File: config.mk
export PLATFORM = sky130hd
export DESIGN_NAME = hex_display_mux
export DESIGN_NICKNAME = d
export VERILOG_FILES = /design/src/rtl/hex_display_pkg.sv /design/src/rtl/hex_to_7segment.sv /design/src/rtl/hex_display_mux.sv
export SDC_FILE = /design/constraint.sdc
export NUM_CORES = 1
export LEC_CHECK = 0
export BUFFER_PORTS_ARGS = -buffer_cell sky130_fd_sc_hd__buf_2
export CORE_ASPECT_RATIO = 1.4
export CORE_MARGIN = 2
export CORE_UTILIZATION = 62
export CTS_CLUSTER_DIAMETER = 100
export CTS_CLUSTER_SIZE = 25
export DETAILED_ROUTE_END_ITERATION = 16
export GPL_TIMING_DRIVEN = 0
export PLACE_DENSITY = 0.92
export SYNTH_ARGS = -nofsm -noshare
export SYNTH_HDL_FRONTEND = slang
export SYNTH_HIERARCHICAL = 1
export SYNTH_SLANG_ARGS = --single-unit
File: constraint.sdc
create_clock -name clk -period 5.1 [get_ports clk]
set_input_delay 0.255 -clock clk [delete_from_list [all_inputs] [get_ports clk]]
set_output_delay 0.255 -clock clk [all_outputs]
set_load 0.01 [all_outputs]
File: src/rtl/hex_display_pkg.sv
// Shared constants for the hex display multiplexer: segment glyph table,
// the all-segments-off pattern and a counter width helper.
package hex_display_pkg;

  // Active-low segment pattern with every segment dark.
  localparam logic [6:0] SEG_OFF = 7'h7F;

  // Active-low glyphs, bit0 = a .. bit6 = g. Element n holds the glyph for hex digit n.
  localparam logic [15:0][6:0] GLYPH_TABLE = {
    7'h0E,  // F
    7'h06,  // E
    7'h21,  // d
    7'h46,  // C
    7'h03,  // b
    7'h08,  // A
    7'h10,  // 9
    7'h00,  // 8
    7'h78,  // 7
    7'h02,  // 6
    7'h12,  // 5
    7'h19,  // 4
    7'h30,  // 3
    7'h24,  // 2
    7'h79,  // 1
    7'h40   // 0
  };

  // Bits needed to count 0..n-1, never less than one bit.
  function automatic int cnt_width(input int n);
    return (n <= 2) ? 1 : $clog2(n);
  endfunction

endpackage

File: src/rtl/hex_to_7segment.sv
// Combinational hex digit to active-low seven-segment glyph decoder.
module hex_to_7segment
  import hex_display_pkg::*;
(
  input  logic [3:0] digit_i,
  output logic [6:0] seg_o
);

  // Straight table lookup; every 4-bit code has a glyph.
  always_comb begin
    seg_o = GLYPH_TABLE[digit_i];
  end

endmodule

File: src/rtl/hex_display_mux.sv
// Time-multiplexed hex display driver. A prescaler produces one scan tick
// every CLK_DIV clocks; each tick steps to the next digit. The shown value
// comes from a shadow register written by load. Digits can be suppressed by
// leading-zero blanking or by a per-digit blink that follows a slow phase
// derived from the scan ticks. Segment and digit outputs are registered.
module hex_display_mux
  import hex_display_pkg::*;
#(
  parameter int NUM_DIGITS = 4,
  parameter int CLK_DIV    = 50000,
  parameter int BLINK_DIV  = 256
) (
  input  logic                    clk,
  input  logic                    reset,
  input  logic [4*NUM_DIGITS-1:0] value,
  input  logic                    load,
  input  logic                    blank_lz,
  input  logic [NUM_DIGITS-1:0]   blink_mask,
  output logic [6:0]              seg,
  output logic [NUM_DIGITS-1:0]   dig_en
);

  localparam int PRESC_W = cnt_width(CLK_DIV);
  localparam int IDX_W   = cnt_width(NUM_DIGITS);
  localparam int BLINK_W = cnt_width(BLINK_DIV);

  localparam logic [PRESC_W-1:0] PRESC_MAX = PRESC_W'(CLK_DIV - 1);
  localparam logic [IDX_W-1:0]   IDX_MAX   = IDX_W'(NUM_DIGITS - 1);
  localparam logic [BLINK_W-1:0] BLINK_MAX = BLINK_W'(BLINK_DIV - 1);

  logic [PRESC_W-1:0]      presc_q, presc_d;
  logic [IDX_W-1:0]        scan_q, scan_d;
  logic [BLINK_W-1:0]      blink_cnt_q, blink_cnt_d;
  logic                    phase_q, phase_d;
  logic [4*NUM_DIGITS-1:0] shadow_q, shadow_d;
  logic [6:0]              seg_q, seg_d;
  logic [NUM_DIGITS-1:0]   dig_en_q, dig_en_d;

  logic                    tick;
  logic [NUM_DIGITS-1:0]   zero_from;
  logic [3:0]              cur_digit;
  logic                    upper_zero;
  logic                    blink_en;
  logic                    lz_blank;
  logic                    blink_blank;
  logic [6:0]              glyph;

  // Prescaler, scan index and blink timebase advance; tick marks the last prescaler count.
  always_comb begin
    tick        = (presc_q == PRESC_MAX);
    presc_d     = tick ? '0 : presc_q + 1'b1;
    scan_d      = scan_q;
    blink_cnt_d = blink_cnt_q;
    phase_d     = phase_q;
    if (tick) begin
      scan_d = (scan_q == IDX_MAX) ? '0 : scan_q + 1'b1;
      if (blink_cnt_q == BLINK_MAX) begin
        blink_cnt_d = '0;
        phase_d     = ~phase_q;
      end else begin
        blink_cnt_d = blink_cnt_q + 1'b1;
      end
    end
  end

  // Shadow capture is independent of the scan tick so a load is never deferred.
  always_comb begin
    shadow_d = load ? value : shadow_q;
  end

  // zero_from[i] is set when shadow digits i..NUM_DIGITS-1 are all zero.
  always_comb begin
    zero_from = '0;
    zero_from[NUM_DIGITS-1] = (shadow_q[4*NUM_DIGITS-4 +: 4] == 4'h0);
    for (int i = NUM_DIGITS - 2; i >= 0; i--) begin
      zero_from[i] = zero_from[i+1] && (shadow_q[4*i +: 4] == 4'h0);
    end
  end

  // Select the digit being scanned together with its blanking controls and one-hot enable.
  always_comb begin
    cur_digit  = '0;
    upper_zero = 1'b0;
    blink_en   = 1'b0;
    dig_en_d   = '0;
    for (int i = 0; i < NUM_DIGITS; i++) begin
      if (scan_q == IDX_W'(i)) begin
        cur_digit   = shadow_q[4*i +: 4];
        upper_zero  = zero_from[i];
        blink_en    = blink_mask[i];
        dig_en_d[i] = 1'b1;
      end
    end
  end

  hex_to_7segment u_decoder (
    .digit_i (cur_digit),
    .seg_o   (glyph)
  );

  // Digit 0 is exempt from leading-zero blanking so an all-zero value still shows "0".
  always_comb begin
    lz_blank    = blank_lz && (scan_q != '0) && upper_zero;
    blink_blank = blink_en && phase_q;
    seg_d       = (lz_blank || blink_blank) ? SEG_OFF : glyph;
  end

  // State and registered outputs; reset darkens the display immediately.
  always_ff @(posedge clk or posedge reset) begin
    if (reset) begin
      presc_q     <= '0;
      scan_q      <= '0;
      blink_cnt_q <= '0;
      phase_q     <= 1'b0;
      shadow_q    <= '0;
      seg_q       <= SEG_OFF;
      dig_en_q    <= '0;
    end else begin
      presc_q     <= presc_d;
      scan_q      <= scan_d;
      blink_cnt_q <= blink_cnt_d;
      phase_q     <= phase_d;
      shadow_q    <= shadow_d;
      seg_q       <= seg_d;
      dig_en_q    <= dig_en_d;
    end
  end

  assign seg    = seg_q;
  assign dig_en = dig_en_q;

endmodule

# After elaboration in Yosys (flattened, before gate mapping)
# Memories as Yosys holds them, arrays and structs flattened.
# Cells that the tools add are included.
[word_totals] reg_bits=54 rom_bits=112 inputBits=24 out_inout_bits=11 memories=1
[op_classes] add_sub_neg=3 magnitude_cmp=1 eq_ne=5 n_mux=21 n_bitwise=1 n_reduce_logical=14
[memory_table] memory="(no name shown)" depth=16 width=7 read_ports=1 rd_ports_with_merged_regs=0 write_ports=0 line="hex_to_7segment.sv:11" source="seg_o = GLYPH_TABLE[digit_i];"
[ops] op="16-bit by 1-bit adder with 16-bit output (second input constant)" count=1
[ops] op="16-bit == test (second input constant)" count=1
[ops] op="4-bit zero test" count=4
[ops] op="16-bit two-way mux" count=1
[ops] op="4-bit two-way mux" count=4
[ops] op="7-bit two-way mux" count=2
[ops] op="1-bit two-way mux" count=12
[ops] op="8-bit by 1-bit adder with 8-bit output (second input constant)" count=1
[ops] op="8-bit == test (second input constant)" count=1
[ops] op="8-bit two-way mux" count=1
[ops] op="1-bit logical AND" count=6
[ops] op="4-bit by 5-bit less-than comparator with 1-bit output (second input constant)" count=1
[ops] op="2-bit == test (second input constant)" count=2
[ops] op="2-bit by 1-bit adder with 2-bit output (second input constant)" count=1
[ops] op="2-bit by 1-bit == test with 1-bit output (second input constant)" count=1
[ops] op="2-bit zero test" count=1
[ops] op="2-bit two-way mux" count=1
[ops] op="2-bit AND reduction" count=1
[ops] op="2-bit nonzero test" count=1
[ops] op="1-bit logical OR" count=1
[ops] op="1-bit NOT" count=1

# Logic depth before layout (Yosys ltp)
[logic_depth] depth_word=11 depth_mapped=11 ltp_nobuf=11

# Modules after synthesis
# The synthesis kept the hierarchy.
[by_module_without_submodules] mod="hex_display_mux" n_inst=1 cells_each=208 area_each_um2=2484.9 seq_area_each_um2=1360.1
[by_module_without_submodules] mod="hex_to_7segment" n_inst=1 cells_each=32 area_each_um2=275.3 seq_area_each_um2=0.0

# Worst setup path before layout
# OpenSTA, ideal clock, no wires.
[synth_path] path_type="flip-flop to flip-flop" start="register scan_q[1]" end="register seg_q[3] (netlist: seg[3])" setup_time_ps=92 t_arrival_ps=2679 slack_ps=2329 stages_incl_launch_ff=11 path_buffers=0 synth_period_minus_slack_ps=2771 cell_sequence="dfrtp_1 -> inv_1 -> ha_1 -> nor2b_1 -> a221oi_1 -> o31ai_1 -> inv_1 -> ha_1 -> inv_1 -> mux4_1 -> nand3b_1"
[synth_via] elab_chain_cells=8 elab_cells_between_ends=24 cone_classes="eq/ne (3); mux (14); reduce/logical (6); memory (1)"
[synth_rtl] element="start, declared" line="hex_display_mux.sv:32" source="logic [IDX_W-1:0] scan_q, scan_d;"
[synth_rtl] element="start signal, assigned" line="hex_display_mux.sv:120" source="scan_q <= scan_d;"
[synth_rtl] element="2-bit zero test" line="hex_display_mux.sv:87" source="if (scan_q == IDX_W'(i)) begin"
[synth_rtl] element="4-bit two-way mux (3 in series)" line="hex_display_mux.sv:87"
[synth_rtl] element="4-bit two-way mux *" line="hex_display_mux.sv:87"
[synth_rtl] element="named net cur_digit[0]" line="hex_display_mux.sv:41" source="logic [3:0] cur_digit;"
[synth_rtl] element="memory 16 x 7 bit *"
[synth_rtl] element="7-bit two-way mux (implied by the code) *" line="hex_to_7segment.sv:11"
[synth_rtl] element="named net glyph[3]" line="hex_display_mux.sv:46" source="logic [6:0] glyph;"
[synth_rtl] element="7-bit two-way mux *" line="hex_display_mux.sv:105" source="seg_d = (lz_blank || blink_blank) ? SEG_OFF : glyph;"
[synth_rtl] element="named net seg_d[3]" line="hex_display_mux.sv:36" source="logic [6:0] seg_q, seg_d;"
[synth_rtl] element="end signal, assigned" line="hex_display_mux.sv:124" source="seg_q <= seg_d;"
[synth_rtl] element="end, declared" line="hex_display_mux.sv:36"
# Mark *: on every way through the listed nets, which the timed path passes. The rest lies on a longest branch. The select of a mux whose other input is x is not followed.
# A chain may end at the register's enable or synchronous reset.

# Final worst setup path
# Ends and elaborated chain as after synthesis.

==> summary.log <==
[setup_path] cell-by-cell listing of the critical path inv_1, ha_1, nor2b_1, a221oi_1, o31ai_1, inv_1, ha_1, inv_1, mux4_1, nand3b_1
[timing] maximum clock frequency 0.301 GHz
[grt] Overflow after GRT 0
[route] via count normalized by instance count 5.85
[floorplanning] die boundary height 82.9 microns
[power] Cell Pwr Density 273 nW/um^2
[power] Clock Power Share 32.9%
[route] post-detailed-routing wire length 5.51 mm
[clock_tree] depth of the CTS H-tree 2
[route] met2 WL 2.96 mm
[timing] clock skew 9.45 ps
[setup_path] CP Launch Type register
[setup_path] data required time of the critical path 5330 ps
[route] count of nets left with antenna violations after detail routing 0
[placed_design] post-DP HPWL 3.91 mm
[floorplanning] Die Span X 60.4 microns
[setup_path] CP Data Arrival Time 3550 ps
[clock_tree] buffer type at the clock tree root sky130_fd_sc_hd__clkbuf_8
[route] average wire per standard cell 16.1 microns
[synthesis] post-synthesis average cell area 11.5 sq um
[power] total net switching power 202 uW
[power] register share of total power 54.7%
[setup_path] delay contributed by the slowest stage of the critical path 740 ps
[route] residual DRC count 0
[clock_tree] cts bufs inserted 5
[route] Max Used Layer met4
[placed_design] global placer's final weighted congestion 0.898
[clock_tree] clock latency at the later pin of the worst-skew pair 310 ps
[grt] maximum number of pins on one net before global-route repair 45
[setup_path] cell at the slowest stage of the critical path sky130_fd_sc_hd__o31ai_1
[timing] worst relative slew slack 40.1%
[floorplanning] Initial Utilization 65.1%
[grt] wire length of the first global-routing pass 9.20 mm
[clock_tree] Post-CTS Hold Buffers 1
[route] Routed met1 length 2.28 mm
[grt] initial antenna violation count 0
[grt] Global Route Usage Sum 24.2%
[clock_tree] maximum buffer depth of the clock tree 2
[power] leakage power of the design 0.00145 uW
[synthesis] share of flip-flops with an asynchronous set or reset after synthesis 100%
[setup_path] start-to-end type of the worst setup path reg -> reg
[final_layout] Filler cells 291
[job] max-cap check violation count 0
[synthesis] Mapped Area 2760 sq um
[timing] unrepaired setup endpoints after global routing no
[clock_tree] CTS tree built
[clock_tree] setup bufs post-CTS 0
[timing] number of setup violations in the final report 0
[floorplanning] row count 28
[synthesis] net count after synthesis 277
[clock_tree] CTS sink count 54
[timing] number of pins with negative max-slew slack in the final report 0
[worst_hold_path] hold crit path type in -> reg
[setup_path] kind of end point of the critical path register
[final_layout] layout overhead on the synthesized area 13.7%
[synthesis] top cells by area, synth sky130_fd_sc_hd__dfrtp_1, sky130_fd_sc_hd__mux2_2, sky130_fd_sc_hd__dfstp_2
[power] overall power after layout 857 uW
[synthesis] area share of the largest cell type after synthesis 42.6%
[grt] via count of the first global-routing pass 1969
[placed_design] number of buffers added on ports 33
[setup_path] crit-path most repeated cell sky130_fd_sc_hd__inv_1
[floorplanning] die area 5010 sq um
[route] 1st-iter DRT viols 96
[synthesis] commonest register cell after synthesis sky130_fd_sc_hd__dfrtp_1
[timing] final hold violation count 0
[timing] shortest period the worst path allows 3320 ps
[setup_path] family with the most delay on the worst path compound AO/OA/AOI/OAI gates
[final_layout] total number of nets in the final design 319
[power] Int Power 655 uW
[floorplanning] count of pins on the block boundary 35
[route] sum of met3 wire segment lengths after detailed routing 183 microns
[power] switching share of total power 23.6%
[clock_tree] post-CTS clock slew at the launch and capture registers of the worst setup and hold paths 100 ps
[timing] period utilisation layout 65.1%
[final_layout] Layout Cell Area excl Fill 3140 sq um
[synthesis] cell accounting for the most synthesized area sky130_fd_sc_hd__dfrtp_1
[route] first drt pass iteration count 4
[synthesis] count of flip-flops with a built-in enable after synthesis 0
[clock_tree] count of cells resized by post-cts repair 0
[power] Combinational Power Share 12.4%
[route] via total after detailed routing 2008
[run_status] outcome finished clean
[final_layout] fraction of layout cells with a size suffix above 1 29.3%
[setup_path] maximum fanout along the worst path 9
[synthesis] flop and latch count out of synthesis 54
[timing] Setup TNS Final 0 ps
[power] largest vdd supply drop 0.229 mV
[setup_path] buffers plus inverters on the worst setup path 3
[synthesis] Cell variety after synth 47
[synthesis] synthesized instance count 240
[final_layout] antenna diode count 0
[floorplanning] Floorplan Core Area 4240 sq um
[synthesis] proportion of synthesized chip area in sequential cells 49.3%
[timing] Slew @ Worst Pin 891 ps
[placed_design] total cell area at the placement stage 3020 sq um
[synthesis] Yosys warnings 6
area by class of cell:
class	count	area [sq um]	area share [%]
buffer	10	60.1	1.91
clock buffer	5	68.8	2.19
clock inverter	3	40.0	1.28
inverter	6	22.5	0.717
multi-input combinational	170	1320	42.0
sequential	54	1360	43.3
tap	60	75.1	2.39
timing repair buffer	35	195	6.22
Yosys cell counts (3+ instances only):
master / number
sky130_fd_sc_hd__mux2i_1: 6
sky130_fd_sc_hd__or3_1: 3
sky130_fd_sc_hd__a221oi_1: 3
sky130_fd_sc_hd__nand2_1: 17
sky130_fd_sc_hd__mux2_2: 18
sky130_fd_sc_hd__a21oi_1: 5
sky130_fd_sc_hd__xor2_1: 6
sky130_fd_sc_hd__inv_1: 6
sky130_fd_sc_hd__buf_2: 3
sky130_fd_sc_hd__and3_1: 5
sky130_fd_sc_hd__nand3b_1: 7
sky130_fd_sc_hd__xnor2_1: 10
sky130_fd_sc_hd__nand4_1: 7
sky130_fd_sc_hd__dfstp_2: 7
sky130_fd_sc_hd__nand3_1: 8
sky130_fd_sc_hd__ha_1: 13
sky130_fd_sc_hd__nor2_1: 12
sky130_fd_sc_hd__o21ai_0: 6
sky130_fd_sc_hd__nor2b_1: 5
sky130_fd_sc_hd__clkbuf_1: 4
sky130_fd_sc_hd__o31ai_1: 3
sky130_fd_sc_hd__o21ai_1: 8
sky130_fd_sc_hd__dfrtp_1: 47
flip-flops by register name, indices dropped and copies added, names as in the netlist:
signal / flops
phase_q: 1
presc_q: 16
seg: 7
dig_en: 4
blink_cnt_q: 8
shadow_q: 16
scan_q: 2
through the flow:
step | setup WS (ps) | instances | utilization [%] | hold WS, ps
floorplan | 2330 | 240 | - | 407
global placement | 1960 | 333 | 70.8 | 452
detailed placement | 1830 | 334 | 71.3 | 196
CTS | 1800 | 343 | 74.1 | 163
global route | 1520 | 343 | 74.1 | 159
finish | 1780 | 343 | 74.1 | 167
cell families (layout without fill, tap and decap cells):
family	count (synthesis)	count (layout)	synth area share, %
XOR/XNOR	16	16	5.08
AO/OA/AOI/OAI	31	31	7.34
flip-flops	54	54	49.3
AND/OR/NAND/NOR	85	85	18.9
adder cells (fa/ha/maj)	13	13	5.89
buffers and inverters	16	59	2.99
multiplexers	25	25	10.5
final timing paths:
path | startpoint | endpoint | slack, ps | depth (start not counted)
max reg2reg | scan_q[1] | seg[3] | 1780 | 10
min in group asynchronous | reset | presc_q[15] | 420 | 3
min reg2reg | blink_cnt_q[6] | blink_cnt_q[6] | 470 | 1
max | scan_q[1] | seg[3] | 1780 | 10
min | value[15] | shadow_q[15] | 170 | 2
max in group asynchronous | reset | seg[4] | 4120 | 4
per-layer routing:
metal	track usage, %	up-vias
met5	0	-
met2	39.7	51
met1	30.8	1006
li1	-	943
met4	8.28	0
met3	5.61	8
layout by cell type (no fill, tap or decap), types with 3 or more instances in the layout:
cell type,instances
sky130_fd_sc_hd__nor2_1,12
sky130_fd_sc_hd__dfstp_2,7
sky130_fd_sc_hd__nand4_1,7
sky130_fd_sc_hd__clkbuf_1,4
sky130_fd_sc_hd__nand3b_1,7
sky130_fd_sc_hd__o21ai_0,6
sky130_fd_sc_hd__buf_2,36
sky130_fd_sc_hd__o31ai_1,3
sky130_fd_sc_hd__ha_1,13
sky130_fd_sc_hd__o21ai_1,8
sky130_fd_sc_hd__mux2_2,18
sky130_fd_sc_hd__and3_1,5
sky130_fd_sc_hd__clkbuf_8,5
sky130_fd_sc_hd__xor2_1,6
sky130_fd_sc_hd__xnor2_1,10
sky130_fd_sc_hd__or3_1,3
sky130_fd_sc_hd__nor2b_1,5
sky130_fd_sc_hd__nand3_1,8
sky130_fd_sc_hd__nand2_1,17
sky130_fd_sc_hd__dfrtp_1,47
sky130_fd_sc_hd__inv_1,5
sky130_fd_sc_hd__mux2i_1,6
sky130_fd_sc_hd__a221oi_1,3
sky130_fd_sc_hd__a21oi_1,5
power by group through the flow:
| stage | Clock (uW) | Combinational [uW] | Sequential, uW |
|---|---|---|---|
| after global placement | 0 | 98.9 | 476 |
| after CTS | 287 | 107 | 469 |
| after detailed placement | 0 | 106 | 477 |
| after floorplan | 0 | 66.3 | 479 |
| final | 282 | 106 | 469 |
| after global routing | 306 | 118 | 472 |
(Power assumes the default switching activity.)
